<file path="src/rtl/accel_tx_sequencer.sv">
// Packs one accelerometer sample into an 8-byte UART frame (header, X, Y, Z big-endian, checksum),
// paces bytes on the transmitter's done tick, guards each byte with a timeout and idles P_GAP cycles after.
module accel_tx_sequencer #(
   parameter logic [7:0] P_HEADER  = 8'hA5,
   parameter int         P_GAP     = 16,
   parameter int         P_TIMEOUT = 1024
) (
   input  logic        clk,
   input  logic        rst_n,
   input  logic        sample_valid_i,
   input  logic [15:0] acc_x_i,
   input  logic [15:0] acc_y_i,
   input  logic [15:0] acc_z_i,
   input  logic        tx_done_tick_i,
   output logic        tx_start_o,
   output logic [7:0]  tx_data_o,
   output logic        busy_o,
   output logic        frame_done_o,
   output logic [7:0]  drop_cnt_o,
   output logic        timeout_err_o
);

   localparam logic [1:0] S_IDLE = 2'd0;
   localparam logic [1:0] S_SEND = 2'd1;
   localparam logic [1:0] S_WAIT = 2'd2;
   localparam logic [1:0] S_GAP  = 2'd3;

   localparam logic [15:0] TMO_LAST = 16'(P_TIMEOUT - 1);
   localparam logic [15:0] GAP_LAST = 16'((P_GAP > 0) ? (P_GAP - 1) : 0);
   // With no gap configured the frame ends straight back in idle.
   localparam logic [1:0]  S_AFTER  = (P_GAP > 0) ? S_GAP : S_IDLE;

   logic [1:0]  state;
   logic [2:0]  idx;
   logic [15:0] tmr;
   logic [15:0] gap_cnt;
   logic [7:0]  data_q;
   logic [15:0] x_q;
   logic [15:0] y_q;
   logic [15:0] z_q;

   function automatic logic [7:0] frame_byte(input logic [2:0] i, input logic [15:0] x,
                                             input logic [15:0] y, input logic [15:0] z);
      logic [7:0] csum;
      csum = P_HEADER + x[15:8] + x[7:0] + y[15:8] + y[7:0] + z[15:8] + z[7:0];
      case (i)
         3'd0:    frame_byte = P_HEADER;
         3'd1:    frame_byte = x[15:8];
         3'd2:    frame_byte = x[7:0];
         3'd3:    frame_byte = y[15:8];
         3'd4:    frame_byte = y[7:0];
         3'd5:    frame_byte = z[15:8];
         3'd6:    frame_byte = z[7:0];
         default: frame_byte = csum;
      endcase
   endfunction

   function automatic logic [7:0] sat_inc(input logic [7:0] v);
      sat_inc = (v == 8'hFF) ? v : v + 8'd1;
   endfunction

   always_ff @(posedge clk) begin
      if (!rst_n) begin
         state         <= S_IDLE;
         idx           <= 3'd0;
         tmr           <= 16'd0;
         gap_cnt       <= 16'd0;
         data_q        <= 8'h00;
         x_q           <= 16'd0;
         y_q           <= 16'd0;
         z_q           <= 16'd0;
         frame_done_o  <= 1'b0;
         drop_cnt_o    <= 8'd0;
         timeout_err_o <= 1'b0;
      end else begin
         frame_done_o <= 1'b0;
         if (sample_valid_i && (state != S_IDLE))
            drop_cnt_o <= sat_inc(drop_cnt_o);

         case (state)
            S_IDLE: begin
               if (sample_valid_i) begin
                  x_q    <= acc_x_i;
                  y_q    <= acc_y_i;
                  z_q    <= acc_z_i;
                  idx    <= 3'd0;
                  data_q <= P_HEADER;
                  state  <= S_SEND;
               end
            end
            S_SEND: begin
               tmr   <= 16'd0;
               state <= S_WAIT;
            end
            S_WAIT: begin
               if (tx_done_tick_i) begin
                  if (idx == 3'd7) begin
                     frame_done_o <= 1'b1;
                     gap_cnt      <= 16'd0;
                     state        <= S_AFTER;
                  end else begin
                     idx    <= idx + 3'd1;
                     data_q <= frame_byte(idx + 3'd1, x_q, y_q, z_q);
                     state  <= S_SEND;
                  end
               end else if (tmr == TMO_LAST) begin
                  // Byte never completed: drop the rest of the frame, remember the fault.
                  timeout_err_o <= 1'b1;
                  gap_cnt       <= 16'd0;
                  state         <= S_AFTER;
               end else begin
                  tmr <= tmr + 16'd1;
               end
            end
            S_GAP: begin
               if (gap_cnt == GAP_LAST)
                  state <= S_IDLE;
               else
                  gap_cnt <= gap_cnt + 16'd1;
            end
            default: state <= S_IDLE;
         endcase
      end
   end

   assign tx_start_o = (state == S_SEND);
   assign busy_o     = (state != S_IDLE);
   assign tx_data_o  = data_q;

endmodule

</file>
<file path="config.mk">
export PLATFORM = sky130hd
export DESIGN_NAME = accel_tx_sequencer
export DESIGN_NICKNAME = d
export VERILOG_FILES = /design/src/rtl/accel_tx_sequencer.sv
export SDC_FILE = /design/constraint.sdc
export NUM_CORES = 1
export LEC_CHECK = 0
export BUFFER_PORTS_ARGS = -buffer_cell sky130_fd_sc_hd__buf_2
export CAP_MARGIN = 40
export CORE_MARGIN = 4
export CORE_UTILIZATION = 31
export DETAILED_ROUTE_END_ITERATION = 16
export GPL_TIMING_DRIVEN = 0
export PLACE_DENSITY_LB_ADDON = 0.2
export SLEW_MARGIN = 40
export SYNTH_ARGS = -nofsm -noshare
export SYNTH_HDL_FRONTEND = slang
export SYNTH_SLANG_ARGS = --single-unit
</file>
<file path="constraint.sdc">
create_clock -name clk -period 4.2 [get_ports clk]
set_input_delay 0.42 -clock clk [delete_from_list [all_inputs] [get_ports clk]]
set_output_delay 0.42 -clock clk [all_outputs]
set_load 0.03 [all_outputs]
</file>
==> metrics.md, run 1 <==
| Metric | Value |
|---|---|
| Final Non-Filler Cells | `989` |
| Largest family of logic cells by synthesized area | `simple AND/OR/NAND/NOR gates` |
| Setup tns final | `0 ns` |
| Post-synth EDFFs | `0` |
| Fin nets | `856` |
| PwrDens | `385.8 mW/mm^2` |
| Worst Hold Class | `in2reg` |
| Worst stage delay on the critical path | `0.55 ns` |
| Area Growth Syn to Fin | `16.05%` |
| Seq pwr share | `41.7%` |
| Final ANT Viol Nets | `0` |
| Clock Skews | `0.01024 ns` |
| Mux cell area share after synthesis | `0.5693%` |
| Final hold vios | `0` |
| Sw Share | `32.19%` |
| Adder-Cell Fraction of Synth Area | `14.01%` |
| Status | `complete, no violations` |
| Register area share after synthesis | `36.08%` |
| Number of global-route vias before repair | `4782` |
| Critical Path Start | `y_q[5]` |
| Ratio of routed vias to standard cells | `4.897` |
| Global-route usage over all layers | `15.98%` |
| Cts hold-fix bufs | `0` |
| Postcts setup bufs | `0` |
| Hold_ws | `0.2994 ns` |
| Placed cells | `973` |
| Placer Congestion | `0.7886` |
| Vias | `4843` |
| Slew Limit Fails | `0` |
| Worst-path maximum fanout | `3` |
| Yosys warnings | `0` |
| Total CTS buffers | `9` |
| Routed WL per cell | `15.71 um` |
| Leak Pwr | `0.002543 uW` |
| CTS tree | `yes` |
| CP Capture Type | `flip-flop` |
| Clock share of power | `31.3%` |
| Clock period minus worst slack | `3.851 ns` |
| Worst-margin pin slew | `0.7383 ns` |
| Critical path class | `reg2reg` |
| Arr. time, crit path | `4.07 ns` |
| Synth Area in Compound Gates | `15.57%` |
| Cell Chain, Critical Path | `inv_1, fa_1, inv_1, fa_1, inv_1, fa_1, inv_1, fa_1, ha_1, o21ai_0, o21bai_1, a21oi_1, xnor2_1, a21oi_1, a21oi_1` |
| CP Launch Type | `flip-flop` |
| Post-route cell area | `0.006631 mm^2` |
| Slew HR | `50.78%` |
| Max cap viols | `0` |
| Root buffer selected by CTS | `clkbuf_16` |
| Post-Synth XOR/XNOR Area | `7.445%` |
| Fin crit share | `91.68%` |
| WL final | `15540 um` |
| Clock Latency Late Sink | `0.35 ns` |
| Critical path buffers and inverters | `4` |
| Setup violations, final | `0` |
| Power Internal | `1735 uW` |
| Max H-tree Level | `3` |
| RR Startpoint | `y_q[5]` |
| Clk buf depth | `2` |
| DP HPWL | `11940 um` |
| Post-cts sizing count | `0` |
| Post-synthesis cell count | `674` |
| DRC Markers | `0` |
| Clock sink total | `103` |
| Worst path slowest cell | `fa_1` |
| Ys flop type | `dfxtp_1` |
| Post-Syn Area | `0.005714 mm^2` |
| Die Footprint | `0.02067 mm^2` |
| Initial antenna violation count | `1` |
| IO Port Bufs | `70` |
| Core area | `0.01802 mm^2` |
| RSZ-0062 raised after global routing | `no` |
| Simple-gate share of the synthesized area | `19.58%` |
| Synthesized Nets | `775` |
| Worst-path clk slew | `0.07 ns` |
| Net Switching | `823.6 uW` |
| Die X | `143.8 um` |
| Peak VDD IR | `190.5 uV` |
| F_max | `259.7 MHz` |
| Boundary pin count | `72` |
| Layout cells sized above 1 | `16.71%` |
| First-pass GRT wire length | `25530 um` |
| Largest net degree at the start of global routing | `17` |
| Synth cell types | `50` |
| Avg Inst Size Synth | `8.478 um^2` |
| Dpl cell area | `0.006356 mm^2` |
| Worst endpoint required time | `4.42 ns` |
| Comb pwr share | `27.1%` |
| 1st-pass router iterations | `7` |
| Initial drt markers | `328` |
| Yosys reg bits | `103` |
| Family with the most delay on the worst path | `adder cells` |
| Global route overflow | `0` |
| Share of synthesized flip-flops with an asynchronous set or reset | `0%` |
| N_diodes | `0` |
| # rows | `49` |
| Hold path startpoint | `acc_z_i[10]` |
| Die height | `143.8 um` |
| Design Power | `2558 uW` |
| Initial Utilization | `31.70%` |
==> sequential cells by signal, indices dropped and copies added, names as in the netlist <==
signal / flops
timeout_err_o: 1
tx_data_o: 8
drop_cnt_o: 8
tmr: 16
idx: 3
frame_done_o: 1
y_q: 16
state: 2
gap_cnt: 16
z_q: 16
x_q: 16
==> metal layers <==
layer / vias up / part of all wire, % / global-route usage, %
li1: 2428 / - / -
met5: - / 0.13 / 0
met1: 2318 / 46 / 20.76
met4: 2 / 1.7 / 4.559
met2: 81 / 49 / 26.95
met3: 14 / 3.4 / 3.261
==> tightest hold or removal path: cells and delay by family <==
kind	cells	cell delay, ns
and+or+nand+nor	1	0.05
buffers and inverters	1	0.10
AOI/OAI and AO/OA	1	0.05
==> Yosys cell counts, types with 6 or more instances <==
cell	count	area, um^2
inv_1	59	221.5
nor2_1	48	180.2
a2111oi_0	6	52.55
nand3_1	15	75.07
dfxtp_1	103	2062
clkbuf_1	25	93.84
nand2_1	120	450.4
nand4_1	8	50.05
o21ai_0	12	60.06
nor2_2	14	87.58
a21oi_1	73	365.4
xor2_1	6	52.55
xnor2_1	40	350.3
fa_1	25	500.5
a222oi_1	10	100.1
ha_1	24	300.3
a211oi_1	17	127.6
==> kinds of logic (layout without fill, tap and decap cells) <==
group / after synthesis / in the layout
buffers and inverters: 96 / 182
AO/OA/AOI/OAI: 140 / 140
AND/OR/NAND/NOR: 236 / 236
adder cells (fa/ha/maj): 49 / 49
flip-flops: 103 / 103
multiplexers: 3 / 3
XOR/XNOR: 47 / 47
==> power by group through the flow <==
stage | Combinational (uW) | Sequential (uW) | Clock (uW)
3_3_place_gp | 698 | 1090 | 0
5_1_grt | 795 | 1070 | 868
4_1_cts | 704 | 1070 | 832
3_5_place_dp | 700 | 1090 | 0
6_report | 692 | 1070 | 800
2_1_floorplan | 508 | 1090 | 0
==> cell usage in the layout, fill, tap and decap left out, types with 2 or more instances in the layout <==
cell type	instances
buf_2	75
fa_1	25
ha_1	24
nand2_1	120
nor2_1	48
a21oi_1	73
nor2_2	14
nor4_1	5
and2_1	2
clkinvlp_4	2
o21ai_0	12
a22oi_1	5
or3_1	4
o21bai_1	2
nand2b_1	2
nor4_2	5
buf_6	2
nand4_1	8
a2111oi_0	6
a211oi_1	16
xnor2_1	40
a222oi_1	10
a22o_1	5
clkbuf_16	9
nor4b_2	2
mux2_2	2
dfxtp_1	103
nand3_1	15
clkbuf_1	27
buf_1	4
nor3_2	5
inv_1	59
xor2_1	6
==> layout make-up <==
type | instances | area (um^2)
Fill cell | 1961 | 11390
Clock buffer | 12 | 246.5
Sequential cell | 103 | 2062
Inverter | 59 | 221.5
Tap cell | 229 | 286.5
Timing Repair Buffer | 70 | 350.3
Buffer | 37 | 163.9
Clock inverter | 4 | 28.78
Multi-Input combinational cell | 475 | 3272
==> final timing paths <==
| kind | slack [ns] | cells after the start | to |
|---|---|---|---|
| worst max-delay path | 0.35 | 15 | tx_data_o[7] |
| worst min register to register | 0.48 | 2 | x_q[10] |
| worst max register to register | 0.35 | 15 | tx_data_o[7] |
| worst min-delay path | 0.30 | 3 | z_q[10] |
==> metrics by stage <==
stage                     setup slack, ns  utilization [%]
after floorplan                    0.6493                -
after global placement             0.3471            35.24
after detailed placement           0.3184            35.26
after CTS                          0.3098            36.79
after global routing               0.1688            36.79
final                              0.3493            36.79
No activity file was read; power rests on OpenSTA's default activity.
==> inputs of run 2 (changes only) <==
--- a/config.mk
+++ b/config.mk
@@ -9,6 +9,7 @@
 export CAP_MARGIN = 40
 export CORE_MARGIN = 4
 export CORE_UTILIZATION = 31
+export CTS_BUF_LIST = sky130_fd_sc_hd__clkbuf_8
 export DETAILED_ROUTE_END_ITERATION = 16
 export GPL_TIMING_DRIVEN = 0
 export PLACE_DENSITY_LB_ADDON = 0.2
==> run 2 against run 1 <==
Against the previous run: first-iteration DRC count is 4.6% lower; worst hold slack worse by 0.044 ns; final cell count unchanged; global-route usage shrank 0.092 points; highest routed layer unchanged; via count about the same; die area unchanged; flip-flop and latch count unchanged; clock skew grew 0.010 ns; sequential share of layout area is 0.48 points higher; worst setup slack got worse by 0.0012 ns; cell area down 1.5%; critical path type unchanged.
==> metrics.md, run 2 (same netlist as run 1, synthesis figures left out) <==
| Metric | Value |
|---|---|
| Worst Reg-to-Reg Cells | `15 (unchanged)` |
| Worst endpoint required time | `4.46 ns (was 4.42 ns)` |
| Leak Pwr | `0.002505 uW (was 0.002543 uW)` |
| Slew Limit Fails | `0 (unchanged)` |
| # rows | `49 (unchanged)` |
| Hold EP | `z_q[10] (unchanged)` |
| Layout cells sized above 1 | `16.71% (unchanged)` |
| CP Capture Type | `flip-flop (unchanged)` |
| Vias | `4842 (was 4843)` |
| Clock Latency Late Sink | `0.39 ns (was 0.35 ns)` |
| Initial Utilization | `31.70% (unchanged)` |
| Hold_ws | `0.2550 ns (was 0.2994 ns)` |
| Setup tns final | `0 ns (unchanged)` |
| Area Growth Syn to Fin | `14.28% (was 16.05%)` |
| Status | `complete, no violations (unchanged)` |
| Max cap viols | `0 (unchanged)` |
| Final hold vios | `0 (unchanged)` |
| Worst-path maximum fanout | `3 (unchanged)` |
| Post-route cell area | `0.006530 mm^2 (was 0.006631 mm^2)` |
| Number of global-route vias before repair | `4785 (was 4782)` |
| Worst-margin pin slew | `0.7196 ns (was 0.7383 ns)` |
| N_diodes | `0 (unchanged)` |
| Die Footprint | `0.02067 mm^2 (unchanged)` |
| Clk buf depth | `2 (unchanged)` |
| Clock period minus worst slack | `3.852 ns (was 3.851 ns)` |
| Total CTS buffers | `9 (unchanged)` |
| Global route overflow | `0 (unchanged)` |
| Most frequent cells in the layout | `120 x nand2_1, 103 x dfxtp_1, 75 x buf_2 (unchanged)` |
| Fillcell total | `1971 (was 1961)` |
| Arr. time, crit path | `4.11 ns (was 4.07 ns)` |
| Peak VDD IR | `156.5 uV (was 190.5 uV)` |
| Initial antenna violation count | `1 (unchanged)` |
| Root buffer selected by CTS | `clkbuf_8 (was clkbuf_16)` |
| CP Launch Type | `flip-flop (unchanged)` |
| Fin crit share | `91.71% (was 91.68%)` |
| Global-route usage over all layers | `15.88% (was 15.98%)` |
| Commonest non-fill, non-tap cell in the layout | `nand2_1 (unchanged)` |
| DP HPWL | `11940 um (unchanged)` |
| Die height | `143.8 um (unchanged)` |
| First-pass GRT wire length | `25490 um (was 25530 um)` |
| Hold depth | `3 (unchanged)` |
| Worst Hold Class | `in2reg (unchanged)` |
| Cts hold-fix bufs | `0 (unchanged)` |
| Slew HR | `52.03% (was 50.78%)` |
| CTS tree | `yes (unchanged)` |
| RSZ-0062 raised after global routing | `no (unchanged)` |
| Post-cts sizing count | `0 (unchanged)` |
| Placer Congestion | `0.7886 (unchanged)` |
| Routed WL per cell | `15.65 um (was 15.71 um)` |
| Dpl cell area | `0.006356 mm^2 (unchanged)` |
| PwrDens | `359.1 mW/mm^2 (was 385.8 mW/mm^2)` |
| Clock Skews | `0.02020 ns (was 0.01024 ns)` |
| DRC Markers | `0 (unchanged)` |
| Core area | `0.01802 mm^2 (unchanged)` |
| Setup violations, final | `0 (unchanged)` |
| WL final | `15480 um (was 15540 um)` |
| Die X | `143.8 um (unchanged)` |
| Clock sink total | `103 (unchanged)` |
| Critical path class | `reg2reg (unchanged)` |
| Ratio of routed vias to standard cells | `4.896 (was 4.897)` |
| RR Startpoint | `y_q[5] (unchanged)` |
| Final ANT Viol Nets | `0 (unchanged)` |
| Reg2reg end | `tx_data_o[7] (unchanged)` |
| IO Port Bufs | `70 (unchanged)` |
| Fin nets | `856 (unchanged)` |
| 1st-pass router iterations | `6 (was 7)` |
| F_max | `259.6 MHz (was 259.7 MHz)` |
| Largest net degree at the start of global routing | `17 (unchanged)` |
| R2r setup slk | `0.35 ns (about the same)` |
| Initial drt markers | `313 (was 328)` |
| Postcts setup bufs | `0 (unchanged)` |
| Worst-path clk slew | `0.10 ns (was 0.07 ns)` |
| Boundary pin count | `72 (unchanged)` |
| Max H-tree Level | `3 (unchanged)` |
| Hold path startpoint | `acc_z_i[10] (unchanged)` |
## run 2: report_power, final
part	leakage [uW]	internal, uW	switching (uW)	total [uW]
logic	0.00158	294	398	693
clock network	0.0000913	229	358	587
registers	0.000839	1020	45.0	1070
## run 2: worst max-delay path by stage
stage            from           end  slack [ns]
2_1_floorplan  x_q[3]  tx_data_o[6]        0.65
3_3_place_gp   y_q[5]  tx_data_o[7]        0.35
3_5_place_dp   y_q[5]  tx_data_o[7]        0.32
4_1_cts        y_q[5]  tx_data_o[7]        0.31
5_1_grt        x_q[1]  tx_data_o[6]        0.17
6_report       y_q[5]  tx_data_o[7]        0.35
## run 2: final cells by class
type / count / area [um^2] / area share (%)
plain buffers: 37 / 163.9 / 2.510
well taps: 229 / 286.5 / 4.388
multi-input cells: 475 / 3272 / 50.11
repair buffers: 70 / 350.3 / 5.365
clock inverters: 6 / 36.28 / 0.5557
clock buffers: 10 / 137.6 / 2.108
inverters: 59 / 221.5 / 3.391
flip-flops and latches: 103 / 2062 / 31.58
## run 2: worst max-delay path: stages, from the launching register on
cell and delay, ns:
dfxtp_1 0.39, inv_1 0.08, fa_1 0.54, inv_1 0.05, fa_1 0.47, inv_1 0.05, fa_1 0.55, inv_1 0.06
fa_1 0.46, ha_1 0.34, o21ai_0 0.10, o21bai_1 0.14, a21oi_1 0.10, xnor2_1 0.12, a21oi_1 0.19, a21oi_1 0.09
## run 2: stage by stage
stage                     worst slack [ns]  std cells  utilization (%)  total power [uW]
after floorplan                     0.6493        674                -              1595
after global placement              0.3471        973            35.24              1788
after detailed placement            0.3184        973            35.26              1789
after CTS                           0.3059        989            36.23              2382
after global routing                0.1715        989            36.23              2519
final                               0.3481        989            36.23              2345
## run 2: metal layers
| metal | wire length (um) | GRT usage (%) | vias up |
|---|---|---|---|
| li1 | - | - | 2428 |
| met1 | 7049 | 20.82 | 2318 |
| met2 | 7579 | 26.78 | 73 |
| met3 | 570 | 2.962 | 21 |
| met4 | 269 | 4.559 | 2 |
| met5 | 7 | 0 | - |
==> inputs of run 3 (changes only) <==
--- a/config.mk
+++ b/config.mk
@@ -13,6 +13,7 @@
 export DETAILED_ROUTE_END_ITERATION = 16
 export GPL_TIMING_DRIVEN = 0
 export PLACE_DENSITY_LB_ADDON = 0.2
+export RECOVER_POWER = 50
 export SLEW_MARGIN = 40
 export SYNTH_ARGS = -nofsm -noshare
 export SYNTH_HDL_FRONTEND = slang
==> run 3 against run 2 <==
Against the previous run: sequential power about the same; worst setup slack better by 0.010 ns; clock skew is essentially flat; core utilization shrank 0.19 points; register-to-register slack hardly changed; flip-flop and latch count did not move; total power shrank 0.18%; global-route usage stayed put; critical path depth stayed put; clock power about the same; highest routed layer unchanged; maximum frequency is 0.27% higher; via count up 0.12%.
==> metrics.md, run 3 (same netlist as run 1, synthesis figures left out) <==
| Metric | Value |
|---|---|
| Critical path buffers and inverters | `4 (unchanged)` |
| Worst endpoint required time | `4.46 ns (about the same)` |
| Cell Chain, Critical Path | `inv_1, fa_1, inv_1, fa_1, inv_1, fa_1, inv_1, fa_1, ha_1, o21ai_0, o21bai_1, a21oi_1, xnor2_1, a21oi_1, a21oi_1 (unchanged)` |
| Critical path class | `reg2reg (unchanged)` |
| Root buffer selected by CTS | `clkbuf_8 (unchanged)` |
| Peak VDD IR | `156.7 uV (was 156.5 uV)` |
| Die X | `143.8 um (unchanged)` |
| Worst stage delay on the critical path | `0.55 ns (about the same)` |
| Final hold vios | `0 (unchanged)` |
| Initial Utilization | `31.70% (unchanged)` |
| Fin crit share | `91.46% (was 91.71%)` |
| Global route overflow | `0 (unchanged)` |
| Max H-tree Level | `3 (unchanged)` |
| IO Port Bufs | `70 (unchanged)` |
| Max cap viols | `0 (unchanged)` |
| N_diodes | `0 (unchanged)` |
| Clock Skews | `0.02044 ns (was 0.02020 ns)` |
| Initial antenna violation count | `1 (unchanged)` |
| Area Growth Syn to Fin | `13.69% (was 14.28%)` |
| Worst Reg-to-Reg Cells | `15 (unchanged)` |
| Global-route usage over all layers | `15.88% (unchanged)` |
| Fillcell total | `1980 (was 1971)` |
| CP Launch Type | `flip-flop (unchanged)` |
| # rows | `49 (unchanged)` |
| Clock sink total | `103 (unchanged)` |
| F_max | `260.3 MHz (was 259.6 MHz)` |
| Final ANT Viol Nets | `0 (unchanged)` |
| Family with the most delay on the worst path | `adder cells (unchanged)` |
| DP HPWL | `11940 um (unchanged)` |
| Worst path slowest cell | `fa_1 (unchanged)` |
| Final core utilization | `36.04% (was 36.23%)` |
| Most frequent cells in the layout | `120 x nand2_1, 103 x dfxtp_1, 73 x a21oi_1 (was 120 x nand2_1, 103 x dfxtp_1, 75 x buf_2)` |
| PwrDens | `360.4 mW/mm^2 (was 359.1 mW/mm^2)` |
| CP Capture Type | `flip-flop (unchanged)` |
| Clock Latency Late Sink | `0.39 ns (about the same)` |
| Clock period minus worst slack | `3.841 ns (was 3.852 ns)` |
| Die Footprint | `0.02067 mm^2 (unchanged)` |
| DRC Markers | `0 (unchanged)` |
| Commonest non-fill, non-tap cell in the layout | `nand2_1 (unchanged)` |
| Largest net degree at the start of global routing | `17 (unchanged)` |
| 1st-pass router iterations | `5 (was 6)` |
| Number of global-route vias before repair | `4785 (unchanged)` |
| Layout cells sized above 1 | `13.82% (was 16.71%)` |
| Setup violations, final | `0 (unchanged)` |
| Total CTS buffers | `9 (unchanged)` |
| WL final | `15490 um (was 15480 um)` |
| Initial drt markers | `322 (was 313)` |
| Fin nets | `856 (unchanged)` |
| Vias | `4848 (was 4842)` |
| Clk buf depth | `2 (unchanged)` |
| Cts hold-fix bufs | `0 (unchanged)` |
| Core area | `0.01802 mm^2 (unchanged)` |
| Worst Hold Class | `in2reg (unchanged)` |
| Worst-margin pin slew | `0.7348 ns (was 0.7196 ns)` |
| Worst-path maximum fanout | `3 (unchanged)` |
| Arr. time, crit path | `4.10 ns (was 4.11 ns)` |
| Routed WL per cell | `15.66 um (was 15.65 um)` |
| First-pass GRT wire length | `25490 um (unchanged)` |
| Hold depth | `3 (unchanged)` |
| Slew HR | `51.01% (was 52.03%)` |
| CTS tree | `yes (unchanged)` |
| RSZ-0062 raised after global routing | `no (unchanged)` |
| Postcts setup bufs | `0 (unchanged)` |
| Ratio of routed vias to standard cells | `4.902 (was 4.896)` |
| Leak Pwr | `0.002415 uW (was 0.002505 uW)` |
| Slew Limit Fails | `0 (unchanged)` |
| Worst path depth | `15 (unchanged)` |
| Post-cts sizing count | `0 (unchanged)` |
| Setup tns final | `0 ns (unchanged)` |
| Boundary pin count | `72 (unchanged)` |
| Worst-path clk slew | `0.10 ns (about the same)` |
| Status | `complete, no violations (unchanged)` |
| Placer Congestion | `0.7886 (unchanged)` |
| Die height | `143.8 um (unchanged)` |
[run 3: cell type report]
cell class,instances,area [um^2],share of cell area (%)
Multi-Input combinational cell,475,3272,50.37
Inverter,59,221.5,3.409
Buffer,37,155.1,2.388
Timing Repair Buffer,70,325.3,5.008
Clock buffer,10,137.6,2.119
Sequential cell,103,2062,31.74
Tap cell,229,286.5,4.411
Clock inverter,6,36.28,0.5586
[run 3: routing by layer]
layer / routed length (um) / vias to the layer above / global-route usage, %
met1: 7093 / 2320 / 20.82
met3: 543 / 21 / 2.962
met4: 274 / 2 / 4.559
li1: - / 2431 / -
met2: 7557 / 74 / 26.78
met5: 20 / - / 0
[run 3: worst reg2reg max path: stages (launching register included)]
cell	delay, ns
dfxtp_1	0.39
inv_1	0.08
fa_1	0.54
inv_1	0.05
fa_1	0.47
inv_1	0.06
fa_1	0.55
inv_1	0.06
fa_1	0.46
ha_1	0.34
o21ai_0	0.10
o21bai_1	0.14
a21oi_1	0.10
xnor2_1	0.12
a21oi_1	0.19
a21oi_1	0.09
[run 3: metrics by stage]
stage | std cells | total power (uW) | setup slack, ns | hold WS [ns] | area (um^2)
CTS | 989 | 2382 | 0.3059 | 0.2338 | 6530
floorplan | 674 | 1595 | 0.6493 | 0.4472 | 5714
global route | 989 | 2516 | 0.1715 | 0.2525 | 6496
global placement | 973 | 1788 | 0.3471 | 0.4630 | 6351
detailed placement | 973 | 1789 | 0.3184 | 0.4699 | 6356
finish | 989 | 2341 | 0.3586 | 0.2548 | 6496
[run 3: final timing paths]
| kind | slack, ns | startpoint | endpoint |
|---|---|---|---|
| min | 0.25 | acc_z_i[10] | z_q[10] |
| max | 0.36 | y_q[5] | tx_data_o[7] |
| min reg2reg | 0.48 | z_q[4] | z_q[4] |
| max reg2reg | 0.36 | y_q[5] | tx_data_o[7] |
[run 3: report_power, final]
part / internal (uW) / switching, uW / total (uW)
clock network: 229 / 358 / 587
logic: 291 / 398 / 689
registers: 1020 / 45.1 / 1070
